File: config.mk
export PLATFORM = sky130hd
export DESIGN_NAME = alu_share_ctrl_flat
export DESIGN_NICKNAME = d
export VERILOG_FILES = /design/src/rtl/alu_share_ctrl_pkg.sv /design/src/rtl/alu_share_ctrl_if.sv /design/src/rtl/alu_share_ctrl_arb.sv /design/src/rtl/alu_share_ctrl.sv /design/src/flat_wrapper.sv
export SDC_FILE = /design/constraint.sdc
export NUM_CORES = 1
export LEC_CHECK = 0
export CAP_MARGIN = 20
export CORE_MARGIN = 2
export CORE_UTILIZATION = 25
export CTS_BUF_LIST = sky130_fd_sc_hd__clkbuf_8
export DETAILED_ROUTE_END_ITERATION = 10
export PLACE_DENSITY = 0.61
export SETUP_SLACK_MARGIN = 0.1
export SLEW_MARGIN = 30
export SYNTH_ARGS = -nofsm -noshare
export SYNTH_HDL_FRONTEND = slang
export SYNTH_SLANG_ARGS = --single-unit
File: constraint.sdc
create_clock -name clk -period 4.83 [get_ports clk]
set_input_delay 0.966 -clock clk [delete_from_list [all_inputs] [get_ports clk]]
set_output_delay 0.966 -clock clk [all_outputs]
set_load 0.1 [all_outputs]
File: src/rtl/alu_share_ctrl_pkg.sv
// Shared constants for the ALU sharing controller.
// Opcodes, latencies and FSM state encoding.
package alu_ctrl_pkg;

  localparam logic [3:0] OP_ADD = 4'd0;
  localparam logic [3:0] OP_SUB = 4'd1;
  localparam logic [3:0] OP_MUL = 4'd2;
  localparam logic [3:0] OP_DIV = 4'b0011;
  localparam logic [3:0] OP_AND = 4'd4;
  localparam logic [3:0] OP_OR  = 4'd5;
  localparam logic [3:0] OP_XOR = 4'd6;
  localparam logic [3:0] OP_NOT = 4'd7;
  localparam logic [3:0] OP_NEG = 4'd8;
  localparam logic [3:0] OP_INC = 4'd9;
  localparam logic [3:0] OP_DEC = 4'd10;

  localparam logic [3:0] MAX_OPCODE = 4'b1010;

  localparam logic [1:0] BASE_LAT = 2'd1;
  localparam logic [1:0] DIV_LAT  = 2'd2;

  typedef enum logic [1:0] {
    IDLE = 2'd0,
    EXEC = 2'd1,
    RESP = 2'd2
  } state_t;

  function automatic logic [1:0] lat_of(
    input logic [3:0] op
  );
    return (op == OP_DIV) ? DIV_LAT : BASE_LAT;
  endfunction

  function automatic logic legal_op(
    input logic [3:0] op
  );
    return op <= MAX_OPCODE;
  endfunction

endpackage

File: src/rtl/alu_share_ctrl_if.sv
// Per-requester request/response channel.
// master = client side, slave = controller side.
interface alu_share_ctrl_if;
  logic        valid;
  logic        ready;
  logic [3:0]  opcode;
  logic [15:0] a;
  logic [15:0] b;
  logic        resp_valid;
  logic        resp_ready;
  logic [31:0] result;
  logic        err;

  modport master (
    output valid, opcode, a, b, resp_ready,
    input  ready, resp_valid, result, err
  );

  modport slave (
    input  valid, opcode, a, b, resp_ready,
    output ready, resp_valid, result, err
  );
endinterface

File: src/rtl/alu_share_ctrl_arb.sv
// Two-way round-robin arbiter.
// Pointer moves past the winner on accept.
module rr_arbiter_2 (
  input  logic       clk,
  input  logic       reset,
  input  logic [1:0] valid,
  input  logic       accept,
  output logic [1:0] grant
);

  logic ptr;

  // single valid wins outright; pointer breaks ties
  always_comb begin
    grant = 2'b00;
    unique case (1'b1)
      (valid == 2'b11): grant = ptr ? 2'b10 : 2'b01;
      (valid == 2'b01): grant = 2'b01;
      (valid == 2'b10): grant = 2'b10;
      default:          grant = 2'b00;
    endcase
  end

  // after a grant, priority goes to the other side
  always_ff @(posedge clk or negedge reset) begin
    if (!reset)
      ptr <= 1'b0;
    else if (accept)
      ptr <= grant[0];
  end

endmodule

File: src/rtl/alu_share_ctrl.sv
// Shares one ALU between two requesters.
// Round-robin, one op in flight, tagged responses.
module alu_share_ctrl
  import alu_ctrl_pkg::*;
(
  input  logic        clk,
  input  logic        reset,
  alu_share_ctrl_if.slave req0,
  alu_share_ctrl_if.slave req1,
  output logic [3:0]  alu_opcode,
  output logic [15:0] alu_a,
  output logic [15:0] alu_b,
  input  logic [31:0] alu_result,
  output logic        busy
);

  state_t      state;
  state_t      state_nx;
  logic [1:0]  cnt;
  logic        owner;
  logic [1:0]  grant;
  logic        accept;
  logic        legal;
  logic        own_ready;
  logic [3:0]  sel_op;
  logic [15:0] sel_a;
  logic [15:0] sel_b;
  logic [31:0] res0;
  logic [31:0] res1;
  logic        err0;
  logic        err1;

  rr_arbiter_2 u_arb (
    .clk    (clk),
    .reset  (reset),
    .valid  ({req1.valid, req0.valid}),
    .accept (accept),
    .grant  (grant)
  );

  assign accept = (state == IDLE) && (grant != 2'b00);

  assign sel_op = grant[1] ? req1.opcode : req0.opcode;
  assign sel_a  = grant[1] ? req1.a : req0.a;
  assign sel_b  = grant[1] ? req1.b : req0.b;
  assign legal  = legal_op(sel_op);

  assign own_ready = owner ? req1.resp_ready
                           : req0.resp_ready;

  assign req0.ready = accept & grant[0];
  assign req1.ready = accept & grant[1];

  assign req0.resp_valid = (state == RESP) & ~owner;
  assign req1.resp_valid = (state == RESP) & owner;
  assign req0.result     = res0;
  assign req1.result     = res1;
  assign req0.err        = err0;
  assign req1.err        = err1;

  assign busy = (state != IDLE);

  // state register
  always_ff @(posedge clk or negedge reset) begin
    if (!reset)
      state <= IDLE;
    else
      state <= state_nx;
  end

  // next-state: illegal ops skip the ALU entirely
  always_comb begin
    state_nx = state;
    unique case (state)
      IDLE: if (accept)
              state_nx = legal ? EXEC : RESP;
      EXEC: if (cnt == 2'd0)
              state_nx = RESP;
      RESP: if (own_ready)
              state_nx = IDLE;
      default: state_nx = IDLE;
    endcase
  end

  // operand latch, latency counter, response capture
  always_ff @(posedge clk or negedge reset) begin
    if (!reset) begin
      cnt        <= 2'd0;
      owner      <= 1'b0;
      alu_opcode <= 4'd0;
      alu_a      <= 16'd0;
      alu_b      <= 16'd0;
      res0       <= 32'd0;
      res1       <= 32'd0;
      err0       <= 1'b0;
      err1       <= 1'b0;
    end else begin
      unique case (state)
        IDLE: if (accept) begin
          owner <= grant[1];
          if (legal) begin
            alu_opcode <= sel_op;
            alu_a      <= sel_a;
            alu_b      <= sel_b;
            cnt        <= lat_of(sel_op);
          end else if (grant[1]) begin
            res1 <= 32'd0;
            err1 <= 1'b1;
          end else begin
            res0 <= 32'd0;
            err0 <= 1'b1;
          end
        end
        EXEC: if (cnt != 2'd0) begin
          cnt <= cnt - 2'd1;
        end else if (owner) begin
          res1 <= alu_result;
          err1 <= 1'b0;
        end else begin
          res0 <= alu_result;
          err0 <= 1'b0;
        end
        default: ;
      endcase
    end
  end

endmodule

File: src/flat_wrapper.sv
// flat-port wrapper written by rule: the top's interface ports become plain ports
module alu_share_ctrl_flat import alu_ctrl_pkg::*;
  (clk, reset, alu_opcode, alu_a, alu_b, alu_result, busy, req0_valid, req0_opcode, req0_a, req0_b, req0_resp_ready, req0_ready, req0_resp_valid, req0_result, req0_err, req1_valid, req1_opcode, req1_a, req1_b, req1_resp_ready, req1_ready, req1_resp_valid, req1_result, req1_err);
  alu_share_ctrl_if req0_i ();
  alu_share_ctrl_if req1_i ();
  input  logic clk;
  input  logic reset;
  output logic [3:0] alu_opcode;
  output logic [15:0] alu_a;
  output logic [15:0] alu_b;
  input  logic [31:0] alu_result;
  output logic busy;
  input wire logic [$bits(req0_i.valid)-1:0] req0_valid;
  input wire logic [$bits(req0_i.opcode)-1:0] req0_opcode;
  input wire logic [$bits(req0_i.a)-1:0] req0_a;
  input wire logic [$bits(req0_i.b)-1:0] req0_b;
  input wire logic [$bits(req0_i.resp_ready)-1:0] req0_resp_ready;
  output wire logic [$bits(req0_i.ready)-1:0] req0_ready;
  output wire logic [$bits(req0_i.resp_valid)-1:0] req0_resp_valid;
  output wire logic [$bits(req0_i.result)-1:0] req0_result;
  output wire logic [$bits(req0_i.err)-1:0] req0_err;
  input wire logic [$bits(req1_i.valid)-1:0] req1_valid;
  input wire logic [$bits(req1_i.opcode)-1:0] req1_opcode;
  input wire logic [$bits(req1_i.a)-1:0] req1_a;
  input wire logic [$bits(req1_i.b)-1:0] req1_b;
  input wire logic [$bits(req1_i.resp_ready)-1:0] req1_resp_ready;
  output wire logic [$bits(req1_i.ready)-1:0] req1_ready;
  output wire logic [$bits(req1_i.resp_valid)-1:0] req1_resp_valid;
  output wire logic [$bits(req1_i.result)-1:0] req1_result;
  output wire logic [$bits(req1_i.err)-1:0] req1_err;
  assign req0_i.valid = req0_valid;
  assign req0_i.opcode = req0_opcode;
  assign req0_i.a = req0_a;
  assign req0_i.b = req0_b;
  assign req0_i.resp_ready = req0_resp_ready;
  assign req0_ready = req0_i.ready;
  assign req0_resp_valid = req0_i.resp_valid;
  assign req0_result = req0_i.result;
  assign req0_err = req0_i.err;
  assign req1_i.valid = req1_valid;
  assign req1_i.opcode = req1_opcode;
  assign req1_i.a = req1_a;
  assign req1_i.b = req1_b;
  assign req1_i.resp_ready = req1_resp_ready;
  assign req1_ready = req1_i.ready;
  assign req1_resp_valid = req1_i.resp_valid;
  assign req1_result = req1_i.result;
  assign req1_err = req1_i.err;
  alu_share_ctrl u_core (.clk(clk), .reset(reset), .req0(req0_i), .req1(req1_i), .alu_opcode(alu_opcode), .alu_a(alu_a), .alu_b(alu_b), .alu_result(alu_result), .busy(busy));
endmodule
* After elaboration in Yosys (flattened, before gate mapping)
Index checks and enable logic that the tools add are counted.
Storage, ports and cells: flip-flop bits (word level) 108, output and inout bits 107, input bits 110
Operators by class: muxes and demuxes 40, equal/unequal tests 17, add/sub/neg operators 1, magnitude comparators 1, bitwise logic cells 5, reduce and logical (&&, ||, !) cells 13
Operator list (count):
- $mux 32 | 10
- $pmux 32 s2 | 2
- $mux 16 | 2
- $mux 2 | 9
- $ne 2x1->1 const B | 7
- $pmux 2 s3 | 2
- $reduce_and 6->1 | 2
- $mux 1 | 11
- $ne 2x2->1 const B | 4
- $reduce_bool 2->1 | 4
- $eq 2x2->1 const B | 3
- $reduce_and 3->1 | 2
- $and 1x1->1 | 4
- $eq 2x1->1 const B | 2
- $eq 4x2->1 const B | 1
- $le 4x4->1 const B | 1
- $logic_not 2->1 | 2
- $mux 4 | 1
- $pmux 1 s2 | 2
- $pmux 2 s2 | 1
- $reduce_and 4->1 | 1
- $reduce_and 2->1 | 1
- $sub 2x1->2 const B | 1
- $logic_and 1x1->1 | 1
- $not 1->1 | 1

* Longest topological paths before layout
Gate-level depths: netlist of run 1.
depth in word-level cells 8, mapped depth 8, mapped depth without buffers 7

* Modules after synthesis
A second synthesis of run 1 with hierarchy kept.
Second synthesis, totals: cell total of the unflattened synthesis 437, area total of the unflattened synthesis 4674.5 µm²
Modules (own cells, without submodules):
- alu_share_ctrl | area an instance 4611.9 µm², cells each 432, times used 1
- rr_arbiter_2 | area an instance 62.6 µm², cells each 5, times used 1

* Least setup slack after synthesis of run 1
No wires, ideal clock.
kind input-to-output, start point input req1_valid, end point output req1_ready, buffers on the path 2, stages on the path 5, arrival time 2.955 ns, slack 0.909 ns, cells stage by stage clkbuf_1 nor2_1 or2_0 clkbuf_1 nor2_1
On the way: word-level cells in the longest chain between the ends 5
Ends and longest elaborated chain:
- start, declared | line flat_wrapper.sv:22 | input wire logic [$bits(req1_i.valid)-1:0] req1_valid;
- $eq 2x2->1, or another cell as far along | line alu_share_ctrl_arb.sv:19 | (valid == 2'b10): grant = 2'b10;
- $pmux 2 s3 * | line alu_share_ctrl_arb.sv:16 | unique case (1'b1)
- $reduce_bool 2->1 | line alu_share_ctrl.sv:41 | assign accept = (state == IDLE) && (grant != 2'b00);
- $logic_and 1x1->1 | line alu_share_ctrl.sv:41
- $and 1x1->1 * | line alu_share_ctrl.sv:52 | assign req1.ready = accept & grant[1];
- end, declared | line flat_wrapper.sv:27 | output wire logic [$bits(req1_i.ready)-1:0] req1_ready;
Mark *: on every way between the ends. The rest lies on a longest branch, timed or not.

* Worst setup path after layout of run 1
Same ends and word-level chain as after synthesis.

==> results of run 1 <==
==> metrics by stage <==
step | area [sq um] | setup WS, ns | utilization, % | cells | hold slack, ns
final | 7082 | 1.218 | 39.69 | 838 | 0.5044
after global routing | 7082 | 1.073 | 39.69 | 838 | 0.5178
after CTS | 7078 | 1.234 | 39.67 | 838 | 0.5115
after detailed placement | 6833 | 1.254 | 38.30 | 823 | 0.4820
after global placement | 6853 | 1.296 | 38.41 | 823 | 0.4814
after floorplan | 4517 | 0.9094 | - | 403 | 0.4897
==> routing by layer <==
layer	global-route usage (%)	share of wire [%]	vias up
met2	24.75	47	207
met5	0	0	-
met3	4.260	9.5	13
met1	17.86	42	2012
met4	4.458	1.3	0
li1	-	-	1879
==> flip-flops by register name, summed over array words and instances (netlist names) <==
register	count
u_core.alu_opcode	4
u_core.req0.result	32
u_core.state	2
u_core.alu_a	16
u_core.req0.err	1
u_core.alu_b	16
u_core.u_arb.ptr	1
u_core.req1.result	32
u_core.owner	1
u_core.cnt	2
u_core.req1.err	1
==> cells in the final DEF, fill, tap and decap left out, types with 2 or more instances in the layout <==
| master | instances |
|---|---|
| mux2i_1 | 4 |
| inv_1 | 5 |
| buf_12 | 2 |
| and3_1 | 3 |
| nor2_1 | 10 |
| a21oi_1 | 40 |
| clkdlybuf4s50_1 | 209 |
| buf_2 | 4 |
| or2_2 | 2 |
| clkbuf_8 | 10 |
| a31oi_1 | 35 |
| dfrtp_1 | 108 |
| o21ai_0 | 3 |
| nand2_1 | 72 |
| nor2_4 | 2 |
| nand3_1 | 3 |
| buf_4 | 7 |
| bufinv_16 | 3 |
| o21ai_4 | 2 |
| a22o_1 | 64 |
| nor2_2 | 2 |
==> worst max-delay path by stage <==
stage	from	to	slack [ns]	cells after the start
2_1_floorplan	req1_valid	req1_ready	0.91	5
3_3_place_gp	req1_valid	req1_ready	1.30	5
3_5_place_dp	req1_valid	req1_ready	1.25	5
4_1_cts	req1_valid	req1_ready	1.23	5
5_1_grt	req1_valid	req1_ready	1.07	5
6_report	req1_valid	req1_ready	1.22	5
==> cell usage after synthesis <==
| master | instances | area (sq um) |
|---|---|---|
| a21bo_2 | 1 | 10.01 |
| a21o_1 | 1 | 7.510 |
| a21oi_1 | 40 | 200.2 |
| a221o_1 | 1 | 10.01 |
| a221oi_1 | 1 | 8.760 |
| a221oi_4 | 1 | 26.28 |
| a22o_1 | 64 | 560.5 |
| a31oi_1 | 35 | 219.0 |
| and2_1 | 1 | 6.260 |
| and3_1 | 3 | 18.77 |
| and3b_1 | 1 | 8.760 |
| buf_2 | 3 | 15.01 |
| buf_4 | 7 | 52.55 |
| buf_6 | 6 | 67.56 |
| clkbuf_1 | 16 | 60.06 |
| dfrtp_1 | 108 | 2703 |
| ha_1 | 1 | 12.51 |
| inv_1 | 5 | 18.77 |
| mux2i_1 | 4 | 40.04 |
| nand2_1 | 72 | 270.3 |
| nand2b_4 | 1 | 13.76 |
| nand3_1 | 3 | 15.01 |
| nand3b_1 | 1 | 7.510 |
| nand4_1 | 1 | 6.260 |
| nor2_1 | 13 | 48.80 |
| nor2_4 | 1 | 11.26 |
| nor3_1 | 1 | 5.000 |
| o2111ai_1 | 1 | 8.760 |
| o21ai_0 | 3 | 15.01 |
| o21ai_4 | 2 | 32.53 |
| o221ai_1 | 1 | 8.760 |
| o311a_1 | 1 | 10.01 |
| or2_0 | 1 | 6.260 |
| or2_2 | 2 | 12.51 |
==> final cells by class <==
cell class	count	share of cell area, %
clock inverters	5	1.519
flip-flops and latches	108	38.16
repair buffers	223	31.29
multi-input cells	258	22.77
clock buffers	10	1.943
well taps	229	4.046
inverters	5	0.2650
==> worst register-to-register path, stage by stage, from the launching register on <==
cell and delay, ns:
dfrtp_1 0.41, nand2b_4 0.17, a221oi_1 0.48, a221o_1 0.67
buf_4 0.38, a21oi_1 0.11, a31oi_1 0.17
==> cells by family (layout without fill, tap and decap cells) <==
logic type,Yosys count,after routing,synth area share (%)
AND/OR/NAND/NOR,101,101,9.529
buffers and inverters,37,243,4.737
AO/OA/AOI/OAI,152,152,24.74
flip-flops,108,108,59.83
adder cells (fa/ha/maj),1,1,0.2770
multiplexers,4,4,0.8865
==> results.yml, run 1 <==
global_route:
  antenna_found_initial: 0
  grt_pass1_vias: 4156
  grt_max_degree: 73
  grt_overflow: 0
  grt_pass1_wl_mm: 22.45
  grtUsageTotal_pct: 14.54
clock_network:
  worstSkewPairLatency_ns: 0.37
  numCtsBuffers: 9
  clk_pin_slew_ns: 0.10
  cts_resized: 0
  cts_tree: "yes"
  cts-hold-fix-buffers: 0
  clk_path_buf_depth: 2
  cts_sinks: 108
  cts_root_buf: "clkbuf_8"
  postCtsSetupBuffers: 0
  cts.htree.levels: 3
floorplan:
  dieArea_sq_um: 19160
  placementRows: 49
  io_pins: 217
  die_h_um: 138.4
  initial_utilization_pct: 25.32
  core_sq_um: 17840
  die_width_um: 138.4
sta:
  min_period_over_period_pct: 74.78
  skew_ns: 0.007762
  report.final.slew_viol_count: 0
  worst_slew_pin_slew_ns: 1.022
  rsz0062_at_grt: "no"
  relSlewSlack_pct: 31.62
  fmax_mhz: 276.9
  setup_tns_ns: 0
  period_needed_ns: 3.612
  final_hold_viol_count: 0
  setup_viol: 0
layout:
  num-nets-final: 716
  drive_above_1_share_pct: 6.568
  multi_input_area_sq_um: 1613
  layout.area.seq_sq_um: 2703
  syn_to_final_growth_pct: 56.79
  n_fill_cell: 1707
  n_antenna_cell: 0
synthesis:
  ys.warnings.count: 0
  syn_area_per_cell_sq_um: 11.21
  yosys_register_bits: 108
  yosys.cell_types.count: 34
  syn_inst: 403
  syn-cell-area_sq_um: 4517
  yosysSeqAreaShare_pct: 59.83
  syn_nets: 514
routing:
  wire_per_inst_um: 17.08
  wl_mm: 14.31
  drc_errors: 0
  dr.pass1.iters: 5
  postRouteAntennaNets: 0
  drt-initial-drc-count: 152
  vias_per_cell: 4.906
  vias: 4111
critical_path:
  crit_buf_inv: 2
  required_ns: 3.86
  max_stage_delay_ns: 0.61
  path_delay_family: "simple AND/OR/NAND/NOR gates"
  crit_path_start_kind: "primary input"
  end_kind: "output port"
  cpMaxStageDelayCell: "clkdlybuf4s50_1"
  reg2reg_setup_slack_ns: 2.36
  timing.rr.start: "u_core.u_arb.ptr"
  crit_type: "primary input to output port"
  worst-endpoint-arrival_ns: 2.65
  crit_path_max_fanout: 8
  worstRegToRegCells: 6
  r2r-end: "u_core.alu_b[13]"
  path_cells: "clkdlybuf4s50_1, nor2_1, or2_0, nor2_1, buf_12"
  crit_path_frequent_cell: "nor2_1"
placement:
  io_buffers: 216
  hpwl_mm: 9.990
  gp_congestion: 0.8434
run:
  maxCapViolations: 0
status:
  outcome: "complete, no violations"
min_path:
  hold_start: "u_core.req0.result[8]"
  holdPathEnd: "u_core.req0.result[8]"
  min_path_type: "flip-flop to flip-flop"
  min_path_cells: 1
Power of run 1 is left out: the tool's default activity adds up to more than one toggle a clock period on the data nets, which glitch-free logic cannot reach.
==> run 2, diff against run 1 <==
- clock period: 4.83 -> 3.5 ns (I/O delays scaled with it)
==> run 2 against run 1 <==
Effect of this change:
- final cell count increased by 0.12%
- via count about the same
- core utilization decreased by 0.35 points
- critical path depth unchanged
- clock-buffer cell count decreased by 1
- cell area decreased by 0.88%
- critical endpoint unchanged
==> results.yml, run 2 (synthesized netlist as in run 1, its figures left out) <==
floorplan:
  placementRows: 49
  core_sq_um: 17840
  dieArea_sq_um: 19160
  initial_utilization_pct: 25.32
  die_width_um: 138.4
  die_h_um: 138.4
  io_pins: 217
layout:
  syn_to_final_growth_pct: 55.40
  n_antenna_cell: 0
  mostFrequentLayoutCell: "clkdlybuf4s50_1"
  final_cell_mix: "clkdlybuf4s50_1, dfrtp_1, nand2_1"
  drive_above_1_share_pct: 8.525
  num-nets-final: 716
clock_network:
  cts_resized: 0
  cts_root_buf: "clkbuf_8"
  cts_sinks: 108
  cts.htree.levels: 3
  postCtsSetupBuffers: 0
  worstSkewPairLatency_ns: 0.38
  numCtsBuffers: 9
  cts_tree: "yes"
  clk_path_buf_depth: 2
  clk_pin_slew_ns: 0.11
  cts-hold-fix-buffers: 0
critical_path:
  required_ns: 2.80
  crit_path_max_fanout: 8
  timing.rr.start: "u_core.state[0]"
  worst-endpoint-arrival_ns: 2.35
  reg2reg_setup_slack_ns: 1.04
  crit_type: "primary input to output port"
  worstRegToRegCells: 4
  r2r-end: "u_core.alu_a[6]"
  crit_path_start_kind: "primary input"
  end_kind: "output port"
sta:
  min_period_over_period_pct: 87.16
  setup_tns_ns: 0
  period_needed_ns: 3.051
  fmax_mhz: 327.8
  setup_viol: 0
  final_hold_viol_count: 0
  report.final.slew_viol_count: 0
  worst_slew_pin_slew_ns: 1.013
  relSlewSlack_pct: 32.23
  rsz0062_at_grt: "no"
  skew_ns: 0.01282
routing:
  vias: 4115
  drc_errors: 0
  vias_per_cell: 4.905
  drt-initial-drc-count: 180
  wire_per_inst_um: 17.21
  postRouteAntennaNets: 0
  wl_mm: 14.44
  dr.pass1.iters: 7
placement:
  io_buffers: 216
  hpwl_mm: 10.26
  gp_congestion: 0.8197
global_route:
  grt_overflow: 0
  grtUsageTotal_pct: 15.05
  antenna_found_initial: 0
  grt_pass1_vias: 4201
  grt_pass1_wl_mm: 23.21
  grt_max_degree: 65
run:
  maxCapViolations: 0
min_path:
  min_path_type: "primary input to async pin"
status:
  outcome: "complete, no violations"
-- run 2: changes by cell type in the layout (fill, tap and decap cells not counted), sizes merged --
cell and delta:
clkinvlp +2, bufinv -3, buf +9, inv +2, clkdlybuf4s50 -9, clkinv +1, clkbuf -1
-- run 2: area by class of cell --
cell class                 instances  area [sq um]
multi-input combinational        258          1618
fill                            1685         10820
inverter                           5         18.77
clock inverter                     7         57.56
sequential                       108          2703
tap                              229         286.5
timing repair buffer             223          2212
clock buffer                       9         123.9
-- run 2: stage by stage --
| step | util (%) | hold WS (ns) | area [sq um] | instances | setup WS [ns] |
|---|---|---|---|---|---|
| global placement | 38.33 | 0.4814 | 6838 | 823 | 0.4617 |
| floorplan | - | 0.4044 | 4522 | 403 | 0.4381 |
| CTS | 39.34 | 0.4116 | 7019 | 839 | 0.4494 |
| detailed placement | 38.33 | 0.4802 | 6838 | 823 | 0.3970 |
| global route | 39.34 | 0.4565 | 7019 | 839 | 0.3849 |
| finish | 39.34 | 0.4024 | 7019 | 839 | 0.4493 |
-- run 2: how the worst max path moves through the flow --
stage / startpoint / to / slack, ns / depth (start not counted)
floorplan: u_core.state[0] / req1_ready / 0.44 / 4
global placement: req1_valid / req1_ready / 0.46 / 5
detailed placement: req0_valid / u_core.alu_a[4] / 0.40 / 6
CTS: req1_valid / req1_ready / 0.45 / 5
global route: req1_valid / req1_ready / 0.38 / 5
finish: req1_valid / req1_ready / 0.45 / 5
-- run 2: critical path, cell delays in order --
cell and delay [ns]:
clkdlybuf4s50_1 0.61, nor2_1 0.13, or2_0 0.40, nor2_2 0.30
buf_12 0.21
-- run 2: routing by layer --
| metal | GRT usage (%) | wire [um] |
|---|---|---|
| met5 | 0 | 0 |
| met4 | 4.082 | 153 |
| met2 | 24.34 | 6646 |
| met3 | 4.780 | 1368 |
| met1 | 19.59 | 6270 |
Power of run 2 is left out for the same reason.
